**src/rtl/pla_row_sequencer.sv**
```systemverilog
// pla_row_sequencer: serial AND-plane evaluator, one product-term row per clock, with programmable care/value rows
module pla_row_sequencer #(
  parameter int NCOLS = 7,
  parameter int NROWS = 3,
  localparam int RW = (NROWS > 1) ? $clog2(NROWS) : 1
) (
  input  logic             clk,
  input  logic             rst,
  input  logic             cfg_we,
  input  logic [RW-1:0]    cfg_row,
  input  logic [NCOLS-1:0] cfg_care,
  input  logic [NCOLS-1:0] cfg_val,
  output logic             cfg_ready,
  input  logic             in_valid,
  input  logic [NCOLS-1:0] in_data,
  output logic             in_ready,
  output logic             out_valid,
  output logic [NROWS-1:0] out_data,
  input  logic             out_ready
);
  typedef enum logic [1:0] {IDLE, EVAL, DONE} state_t;
  state_t state_q, state_d;
  logic [RW-1:0] row_q, row_d;
  logic [NCOLS-1:0] din_q, din_d;
  logic [NROWS-1:0] res_q, res_d;
  logic [NCOLS-1:0] care_q [NROWS];
  logic [NCOLS-1:0] val_q [NROWS];
  logic last, match, cfg_hit;
  assign last = row_q == RW'(NROWS - 1);
  assign match = ((din_q ^ val_q[row_q]) & care_q[row_q]) == '0;
  // out-of-range rows are dropped here so storage never changes for them
  assign cfg_hit = cfg_we && state_q == IDLE && int'(cfg_row) < NROWS;
  assign cfg_ready = state_q == IDLE;
  assign in_ready = state_q == IDLE;
  assign out_valid = state_q == DONE;
  assign out_data = res_q;
  always_comb begin
    state_d = state_q;
    row_d = row_q;
    din_d = din_q;
    res_d = res_q;
    if (state_q == IDLE && in_valid) begin
      state_d = EVAL;
      row_d = '0;
      din_d = in_data;
      res_d = '0;
    end
    if (state_q == EVAL) begin
      res_d = res_q | (NROWS'(match) << row_q);
      row_d = last ? row_q : row_q + 1'b1;
      state_d = last ? DONE : EVAL;
    end
    if (state_q == DONE && out_ready) state_d = IDLE;
  end
  always_ff @(posedge clk) begin
    if (rst) begin
      state_q <= IDLE;
      row_q <= '0;
      din_q <= '0;
      res_q <= '0;
    end else begin
      state_q <= state_d;
      row_q <= row_d;
      din_q <= din_d;
      res_q <= res_d;
    end
  end
  always_ff @(posedge clk) begin
    for (int r = 0; r < NROWS; r++) begin
      if (rst) begin
        care_q[r] <= '0;
        val_q[r] <= '0;
      end else if (cfg_hit && int'(cfg_row) == r) begin
        care_q[r] <= cfg_care;
        val_q[r] <= cfg_val;
      end
    end
  end
endmodule

```
**config.mk**
```make
export PLATFORM = sky130hd
export DESIGN_NAME = pla_row_sequencer
export DESIGN_NICKNAME = d
export VERILOG_FILES = /design/src/rtl/pla_row_sequencer.sv
export SDC_FILE = /design/constraint.sdc
export NUM_CORES = 1
export LEC_CHECK = 0
export ABC_AREA = 1
export BUFFER_PORTS_ARGS = -buffer_cell sky130_fd_sc_hd__buf_2
export CAP_MARGIN = 5
export CORE_MARGIN = 1
export CORE_UTILIZATION = 51
export CTS_CLUSTER_DIAMETER = 30
export DETAILED_ROUTE_END_ITERATION = 10
export PLACE_DENSITY = 0.74
export REMOVE_ABC_BUFFERS = 1
export SYNTH_ARGS = -nofsm -noshare
export SYNTH_HDL_FRONTEND = slang
export SYNTH_SLANG_ARGS = --single-unit
```
**constraint.sdc**
```tcl
create_clock -name clk -period 1.95 [get_ports clk]
set_input_delay 0.39 -clock clk [delete_from_list [all_inputs] [get_ports clk]]
set_output_delay 0.39 -clock clk [all_outputs]
set_load 0.005 [all_outputs]
```
==> summary.txt, run 1 <==
Final hold violations = 0
FILL cells = 423
Yosys top cell area share = 47.7%
Remaining global-route overflow = 0
Antenna violations before repair = 0
HPWL Detailed = 3600 µm
CP Capture Type = register
Vias = 1999
Yosys cell types = 24
Initial DRC count = 86
CP required = 2.12 ns
Adder-cell share of the synthesized area = 0.473%
GRT met3 Usage = 5.69%
Setup TNS = 0 ns
Async S/R FF share, synth = 0%
Most frequent cell after synthesis = nand2_1
Worst setup path class = register to register
Achievable Freq = 574 MHz
Die width = 74.0 µm
Critical Path AT = 1.91 ns
Commonest cells post-synth = nand2_1 (80), nor2_1 (57), edfxtp_1 (42)
Outcome = finished clean
Die area = 5470 µm²
Ratio of final minimum period to clock period = 89.4%
Mean Syn Cell Area = 8.81 µm²
Vias in the first global route = 1862
Yosys warning count = 0
Flop2flop setup slack = 0.21 ns
Pre-CTS setup slack = 0.151 ns
Fin crit period = 1.74 ns
DR vias/cell = 4.81
CTS tree = built
Final hold slack = 0.294 ns
Top post-synthesis cells by area = edfxtp_1 (48%), dfxtp_1 (12%), nand2_1 (11%)
Synth Register Bits = 58
Met1 GRT Util = 25.4%
H-tree depth = 3
Clock sinks = 58
Compound-Gate Fraction of Synth Area = 6.34%
CP Max Fanout = 14
M2 GR Usage = 37.6%
Largest net degree at the start of global routing = 17
Final wirelength = 5140 µm
Primary FF master, synth = edfxtp_1
Post-route DRC = 0
I/O pin count = 34
Synth Instances = 300
Share of cells above drive strength 1 = 17.8%
Layout Utilization = 63.6%
Pwr Total = 2.88 mW
GRT Total Usage = 21.9%
Post-CTS sizing = 0
Antenna Cells = 0
# port buffers = 33
Clock root buffer = clkbuf_8
Most Crowded Layer GR = met2
Synthesized cell area = 2640 µm²
Pwr per Cell Area = 932 nW/µm²
Final worst setup slack = 0.207 ns
Max-cap viol count = 0
Max Slew Vio Count = 0
Final setup viols = 0
Synth Area in Simple Gates = 24.5%
First-pass GRT wire length = 8380 µm
Worst min-delay path class = input pin to register
ANT nets after route = 0
Rows = 25
Area Overhead vs Synth = 16.7%
Peak VDD IR = 490 µV
Num CTS Buffers = 9
Leakage = 1.45 nW
Worst Tran Pin Value = 0.670 ns
Later-pin clock latency in the skew report = 0.33 ns
Combinational family with the most area after synthesis = simple AND/OR/NAND/NOR gates
Mux share of post-synthesis cell area = 0%
Wire length per cell = 12.4 µm
Worst setup SP type = register
Routability Congestion = 0.752
Die H = 74.0 µm
Core area = 4850 µm²
DRT Pass-1 Iters = 4
RSZ-0062 raised after global routing = false
Rel. slew slack = 55.2%
Sequential share of the synthesized area = 59.8%
Post-synth EDFFs = 42
Starting Density = 54.5%
Post-Synth XOR/XNOR Area = 0%
Clock transition at the registers of the reported paths = 0.06 ns
Max Root-Sink Buffers = 2
Cell taking the most area after synthesis = edfxtp_1
Layout Skew = 0.00727 ns
Fin nets = 373
[layout make-up]
| cell class | count | area, µm² | area share (%) |
|---|---|---|---|
| multi-input cells | 193 | 832 | 27.0 |
| clock buffers | 13 | 159 | 5.15 |
| well taps | 67 | 83.8 | 2.72 |
| inverters | 40 | 158 | 5.11 |
| flip-flops and latches | 58 | 1580 | 51.3 |
| repair buffers | 42 | 233 | 7.55 |
| clock inverters | 3 | 37.5 | 1.22 |
[cells by family after synthesis]
| group | after synthesis |
|---|---|
| adder cells (fa/ha/maj) | 1 |
| AO/OA/AOI/OAI | 32 |
| buffers and inverters | 49 |
| flip-flops | 58 |
| AND/OR/NAND/NOR | 160 |
[state kept, by name, indices dropped and copies added, names as in the netlist, named ones only]
name	count
care_q	21
din_q	7
out_data	3
row_q	2
state_q	2
val_q	21
[per-stage QoR]
stage	std cells	instance area [µm²]
final	416	3080
after global routing	416	3080
after CTS	415	3080
after detailed placement	399	2880
after global placement	399	2880
after floorplan	291	2570
[power breakdown]
part / switching (mW) / internal, mW
clock network: 0.446 / 0.652
logic: 0.211 / 0.119
registers: 0.0399 / 1.41
[layer usage]
layer | part of all wire, % | up-vias
met3 | 4.8 | 10
met4 | 1.7 | 0
li1 | - | 1047
met5 | 0 | -
met1 | 43 | 895
met2 | 50 | 47
[worst max-delay path, stage by stage, from the launching register on]
cell and delay, ns:
dfxtp_1 0.34, nor2_2 0.20, nand3_1 0.18, inv_1 0.13, nand3_1 0.48, nor2_1 0.25
[path summary, 6_finish.rpt]
kind | from | endpoint | cells after the start
max | state_q[1] | val_q[1][2] | 5
min | rst | out_data[1] | 2
max reg2reg | state_q[1] | val_q[1][2] | 5
min reg2reg | out_data[2] | out_data[2] | 2
[placed cells by master (no fill, tap or decap), drive strengths merged]
master and count:
a21oi 13, buf 42, bufinv 1, clkbuf 13, clkinv 2, dfxtp 16
edfxtp 42, ha 1, inv 40, nand2 83, nand3 17, nand4 1
nor2 58, o21ai 14, o22ai 4, o31ai 1, or2 1
[what timing repair did]
item,4_1_cts,5_1_grt
hold buffers,0,0
buffers inserted,0,1
setup endpoints to repair,0,1
Power figures use the tool's default switching activity.
==> run 2, diff against run 1 <==
- CELL_PAD_IN_SITES_DETAIL_PLACEMENT: not set -> 0
- CELL_PAD_IN_SITES_GLOBAL_PLACEMENT: not set -> 1
- CORE_UTILIZATION: 51 -> 39
- PLACE_DENSITY: 0.74 -> not set
- PLACE_DENSITY_LB_ADDON: not set -> 0.1
==> summary.txt, run 2 (same netlist as run 1, synthesis figures left out) <==
Outcome = finished, violations left
Violated checks = DRC
Ratio of final minimum period to clock period = 75.8% (-14 points)
Combinational power share = 11.8% (+0.3 points)
Crit path largest cell delay = 0.35 ns (-0.13 ns)
GRT Total Usage = 17.2% (-4.7 points)
Int Power = 2.13 mW (-2.1%)
DR vias/cell = 4.54 (-5.4%)
Sw Ratio = 24.8% (+0.61 points)
Starting Density = 40.9% (-14 points)
Rel. slew slack = 76.1% (+21 points)
Sequential share of power = 51.0% (+0.7 points)
Max Root-Sink Buffers = 2 (unchanged)
Final worst setup slack = 0.472 ns (+0.265 ns)
Core area = 6460 µm² (+33%)
Initial DRC count = 73 (-15%)
DRT Pass-1 Iters = 7 (+3)
Post-route non-filler standard cell count = 425 (+2.2%)
HPWL Detailed = 3660 µm (+1.7%)
Peak VDD IR = 432 µV (-12%)
Worst min-delay path class = input pin to register
Layout Skew = 0.00547 ns (-0.00180 ns)
Commonest non-fill, non-tap cell in the layout = nand2_1
Post-CTS Hold Buffers = 0 (unchanged)
Pre-CTS setup slack = 0.413 ns (+0.262 ns)
H-tree depth = 3 (unchanged)
M2 GR Usage = 27.6% (-9.9 points)
Die width = 84.3 µm (+14%)
First-pass GRT wire length = 9000 µm (+7.4%)
Vias in the first global route = 1862 (unchanged)
Final hold violations = 0 (unchanged)
Die area = 7110 µm² (+30%)
Most frequent cells in the layout = nand2_1 (80), nor2_1 (57), edfxtp_1 (42)
RSZ-0062 raised after global routing = false
Leakage = 1.44 nW (-0.34%)
GRT met3 Usage = 6.59% (+0.90 points)
Top Registers = care_q (21), val_q (21), din_q (7)
Post-CTS Repair Setup Buffers = 0 (unchanged)
Achievable Freq = 677 MHz (+18%)
Clock transition at the registers of the reported paths = 0.06 ns (about the same)
Post-route DRC = 8 (+8)
DP Cell Count = 410 (+2.8%)
Pwr per Cell Area = 920 nW/µm² (-1.3%)
Most Crowded Layer GR = met2
Layout Utilization = 47.8% (-16 points)
ANT nets after route = 0 (unchanged)
Crit-path cells = nor2_2 -> nand3_1 -> o31ai_2 -> buf_4
Pwr Total = 2.84 mW (-1.3%)
Largest net degree at the start of global routing = 17 (unchanged)
Die H = 84.3 µm (+14%)
Num CTS Buffers = 9 (unchanged)
Critical Path AT = 1.51 ns (-0.40 ns)
Area Overhead vs Synth = 16.7% (unchanged)
Final wirelength = 5460 µm (+6.2%)
Max-cap viol count = 0 (unchanged)
Antenna violations before repair = 0 (unchanged)
Worst Tran Pin Value = 0.359 ns (-0.312 ns)
Rows = 29 (+16%)
Met1 GRT Util = 21.6% (-3.8 points)
FILL cells = 638 (+51%)
CP required = 1.98 ns (-0.14 ns)
Clock sinks = 58 (unchanged)
CP Capture Type = register
Vias = 1931 (-3.4%)
CTS tree = built
# port buffers = 33 (unchanged)
Post-CTS sizing = 0 (unchanged)
I/O pin count = 34 (unchanged)
Worst setup path class = register to register
Fin crit period = 1.48 ns (-0.265 ns)
Share of cells above drive strength 1 = 17.8% (+0.051 points)
CP Max Fanout = 14 (unchanged)
Routability Congestion = 0.717 (-4.6%)
Max Slew Vio Count = 0 (unchanged)
Antenna Cells = 0 (unchanged)
Clk pwr share = 37.2% (-1.0 points)
Clock root buffer = clkbuf_8
Worst setup SP type = register
Later-pin clock latency in the skew report = 0.33 ns (about the same)
Fin nets = 373 (unchanged)
NetSw = 704 µW (+1.1%)
Buf/Inv on CP = 1 (unchanged)
Final setup viols = 0 (unchanged)
CP max-delay cell = dfxtp_1
Remaining global-route overflow = 0 (unchanged)
Crit-path leading delay family = flip-flops
Wire length per cell = 12.8 µm (+4.0%)
run 2: cell types whose count changed in the layout (fill, tap and decap cells not counted), sizes merged:
| cell | previous run | this run |
|---|---|---|
| clkbuf | 13 | 11 |
| clkinv | 2 | 3 |
run 2: power by group through the flow:
stage               clock network (mW)  registers, mW  logic [mW]
floorplan                            0           1.47       0.204
global placement                     0           1.47       0.337
detailed placement                   0           1.47       0.340
CTS                               1.08           1.45       0.341
global route                      1.13           1.46       0.392
finish                            1.06           1.45       0.335
run 2: final timing paths:
kind / from / slack [ns] / to / depth (start not counted)
setup / recovery: state_q[1] / 0.47 / val_q[0][6] / 4
hold / removal: rst / 0.27 / out_data[1] / 2
setup reg to reg: state_q[1] / 0.47 / val_q[0][6] / 4
hold reg to reg: out_data[2] / 0.46 / out_data[2] / 2
run 2: layer usage:
| metal | vias to the layer above | share of wire [%] |
|---|---|---|
| met4 | 0 | 1.3 |
| met3 | 7 | 5.4 |
| li1 | 1050 | - |
| met5 | - | 0 |
| met2 | 43 | 45 |
| met1 | 831 | 48 |
run 2: area by class of cell:
class                   instances  area [µm²]  area share [%]
clock inverters                 4        42.5            1.38
well taps                      77        96.3            3.12
clock buffers                  11         141            4.58
flip-flops and latches         58        1580            51.3
multi-input cells             193         832            27.0
repair buffers                 42         233            7.55
inverters                      40         158            5.11
run 2: stage by stage:
| stage | TNS, ns | hold WS [ns] | area [µm²] |
|---|---|---|---|
| final | 0 | 0.270 | 3080 |
| after global routing | 0 | 0.268 | 3080 |
| after detailed placement | 0 | 0.451 | 2900 |
| after floorplan | -8.78 | 0.456 | 2570 |
| after CTS | 0 | 0.254 | 3080 |
| after global placement | 0 | 0.450 | 2900 |
==> run 3, diff against run 2 <==
- clock period: 1.95 -> 1.3 ns (I/O delays scaled with it)
==> summary.txt, run 3 (same netlist as run 1, synthesis figures left out) <==
Outcome = finished, violations left
Violated checks = DRC, setup timing
Sw Ratio = 27.4% (+2.6 points)
GRT Total Usage = 18.1% (+0.91 points)
Pwr per Cell Area = 1170 nW/µm² (+27%)
Post-route DRC = 8 (unchanged)
Peak VDD IR = 514 µV (+19%)
Final worst setup slack = -0.121 ns (-0.593 ns)
Most frequent cells in the layout = nand2_1 (75), edfxtp_1 (42), inv_1 (34)
DP Cell Count = 424 (+3.4%)
Max Root-Sink Buffers = 2 (unchanged)
Flop2flop setup slack = -0.12 ns (-0.59 ns)
Worst Tran Pin Value = 0.512 ns (+0.153 ns)
Critical Path AT = 1.46 ns (-0.05 ns)
Vias in the first global route = 1981 (+6.4%)
CTS tree = built
Worst Hold Depth = 3 (+1)
Commonest non-fill, non-tap cell in the layout = nand2_1
Max Slew Vio Count = 0 (unchanged)
Antenna Cells = 0 (unchanged)
Reg2reg path depth = 5 (+1)
RSZ-0062 raised after global routing = true
Die width = 84.3 µm (unchanged)
Area Overhead vs Synth = 38.8%
Crit-path leading delay family = flip-flops
Setup TNS = -3.10 ns (-3.10 ns)
Post-route non-filler standard cell count = 448 (+5.4%)
Worst setup path class = register to register
Ratio of final minimum period to clock period = 109% (+34 points)
Routability Congestion = 0.741 (+3.4%)
Reg2reg start = state_q[0]
Achievable Freq = 704 MHz (+4.0%)
Layout Utilization = 56.8% (+9.0 points)
NetSw = 1.18 mW (+67%)
Worst min-delay path class = input pin to register
Later-pin clock latency in the skew report = 0.33 ns (about the same)
Rel. slew slack = 65.8% (-10 points)
DR vias/cell = 4.73 (+4.2%)
Layout Skew = 0.00791 ns (+0.00244 ns)
Top Registers = care_q (21), val_q (21), din_q (7)
Max-cap viol count = 0 (unchanged)
Fin nets = 395 (+5.9%)
HPWL Detailed = 4110 µm (+12%)
CP Capture Type = register
Crit path largest cell delay = 0.34 ns (about the same)
Int Power = 3.12 mW (+46%)
First-pass GRT wire length = 9580 µm (+6.4%)
Clock sinks = 58 (unchanged)
Remaining global-route overflow = 0 (unchanged)
DRT Pass-1 Iters = 7 (unchanged)
Worst setup SP type = register
Hold Path Sink = din_q[4]
HP Start = in_data[4]
Final wirelength = 6390 µm (+17%)
Clock root buffer = clkbuf_8
Largest net degree at the start of global routing = 16 (-1)
Sequential share of power = 50.6% (-0.4 points)
Leakage = 1.63 nW (+13%)
Crit-path cells = nor2_4 -> nand3_4 -> o31ai_4 -> buf_6 -> buf_12
H-tree depth = 3 (unchanged)
Clock transition at the registers of the reported paths = 0.07 ns (about the same)
Die H = 84.3 µm (unchanged)
Wire length per cell = 14.3 µm (+11%)
Combinational power share = 17.6% (+5.8 points)
Final setup viols = 33 (+33)
Clk pwr share = 31.9% (-5.3 points)
Reg2reg end = val_q[0][5]
ANT nets after route = 0 (unchanged)
Rows = 29 (unchanged)
Starting Density = 40.9% (unchanged)
Buf/Inv on CP = 2 (+1)
# port buffers = 33 (unchanged)
Final hold violations = 0 (unchanged)
Core area = 6460 µm² (unchanged)
Die area = 7110 µm² (unchanged)
Antenna violations before repair = 0 (unchanged)
Num CTS Buffers = 9 (unchanged)
CP max-delay cell = dfxtp_2
CP required = 1.34 ns (-0.64 ns)
I/O pin count = 34 (unchanged)
Share of cells above drive strength 1 = 36.9% (+19 points)
Fin crit period = 1.42 ns (-0.0570 ns)
CP Max Fanout = 7 (-7)
Initial DRC count = 85 (+16%)
Vias = 2121 (+9.8%)
[run 3: stage by stage]
step	power (mW)	setup WS, ns	cell area, µm²	hold slack [ns]
global route	4.52	-0.215	3670	0.209
detailed placement	2.81	-0.114	3090	0.448
global placement	2.81	-0.108	3090	0.451
floorplan	2.52	-0.917	2570	0.329
finish	4.30	-0.121	3670	0.197
CTS	4.24	-0.0723	3360	0.176
[run 3: what timing repair did]
item | CTS | global route
pin swaps | 2 | 5
resized for setup | 21 | 74
cloned | 1 | 2
setup buffers | 2 | 3
hold buffers | 0 | 0
setup endpoints to repair | 76 | 82
[run 3: layout make-up]
cell class | instances | area, µm²
fillers | 606 | 2790
flip-flops and latches | 58 | 1590
multi-input cells | 193 | 1080
repair buffers | 64 | 583
inverters | 40 | 169
clock buffers | 12 | 135
well taps | 77 | 96.3
clock inverters | 4 | 20.0
[run 3: worst min-delay path: cells and delay by family]
family | cells | cell delay [ns]
AOI/OAI and AO/OA | 2 | 0.14
buffers and inverters | 1 | 0.08
[run 3: worst max path at each step]
stage               slack (ns)           end  cells past startpoint        from
floorplan                -0.92  care_q[0][0]                      3  state_q[1]
global placement         -0.11  care_q[0][5]                      4  state_q[1]
detailed placement       -0.11   val_q[0][3]                      4  state_q[1]
CTS                      -0.07   out_data[0]                     13    register
global route             -0.22   out_data[1]                     13    register
finish                   -0.12   val_q[0][5]                      5  state_q[0]
[run 3: power by group through the flow]
stage	registers [mW]	clock network, mW	logic (mW)
2_1_floorplan	2.21	0	0.306
3_3_place_gp	2.21	0	0.597
3_5_place_dp	2.21	0	0.602
4_1_cts	2.18	1.41	0.653
5_1_grt	2.19	1.50	0.838
6_report	2.18	1.37	0.756
[run 3: metal layers]
layer	vias up	wire length [µm]	share of wire (%)	GRT usage, %
li1	1092	-	-	-
met1	993	2880	45	23.1
met2	30	3270	51	29.8
met3	6	185	2.9	5.11
met4	0	54	0.85	6.11
met5	-	0	0	0
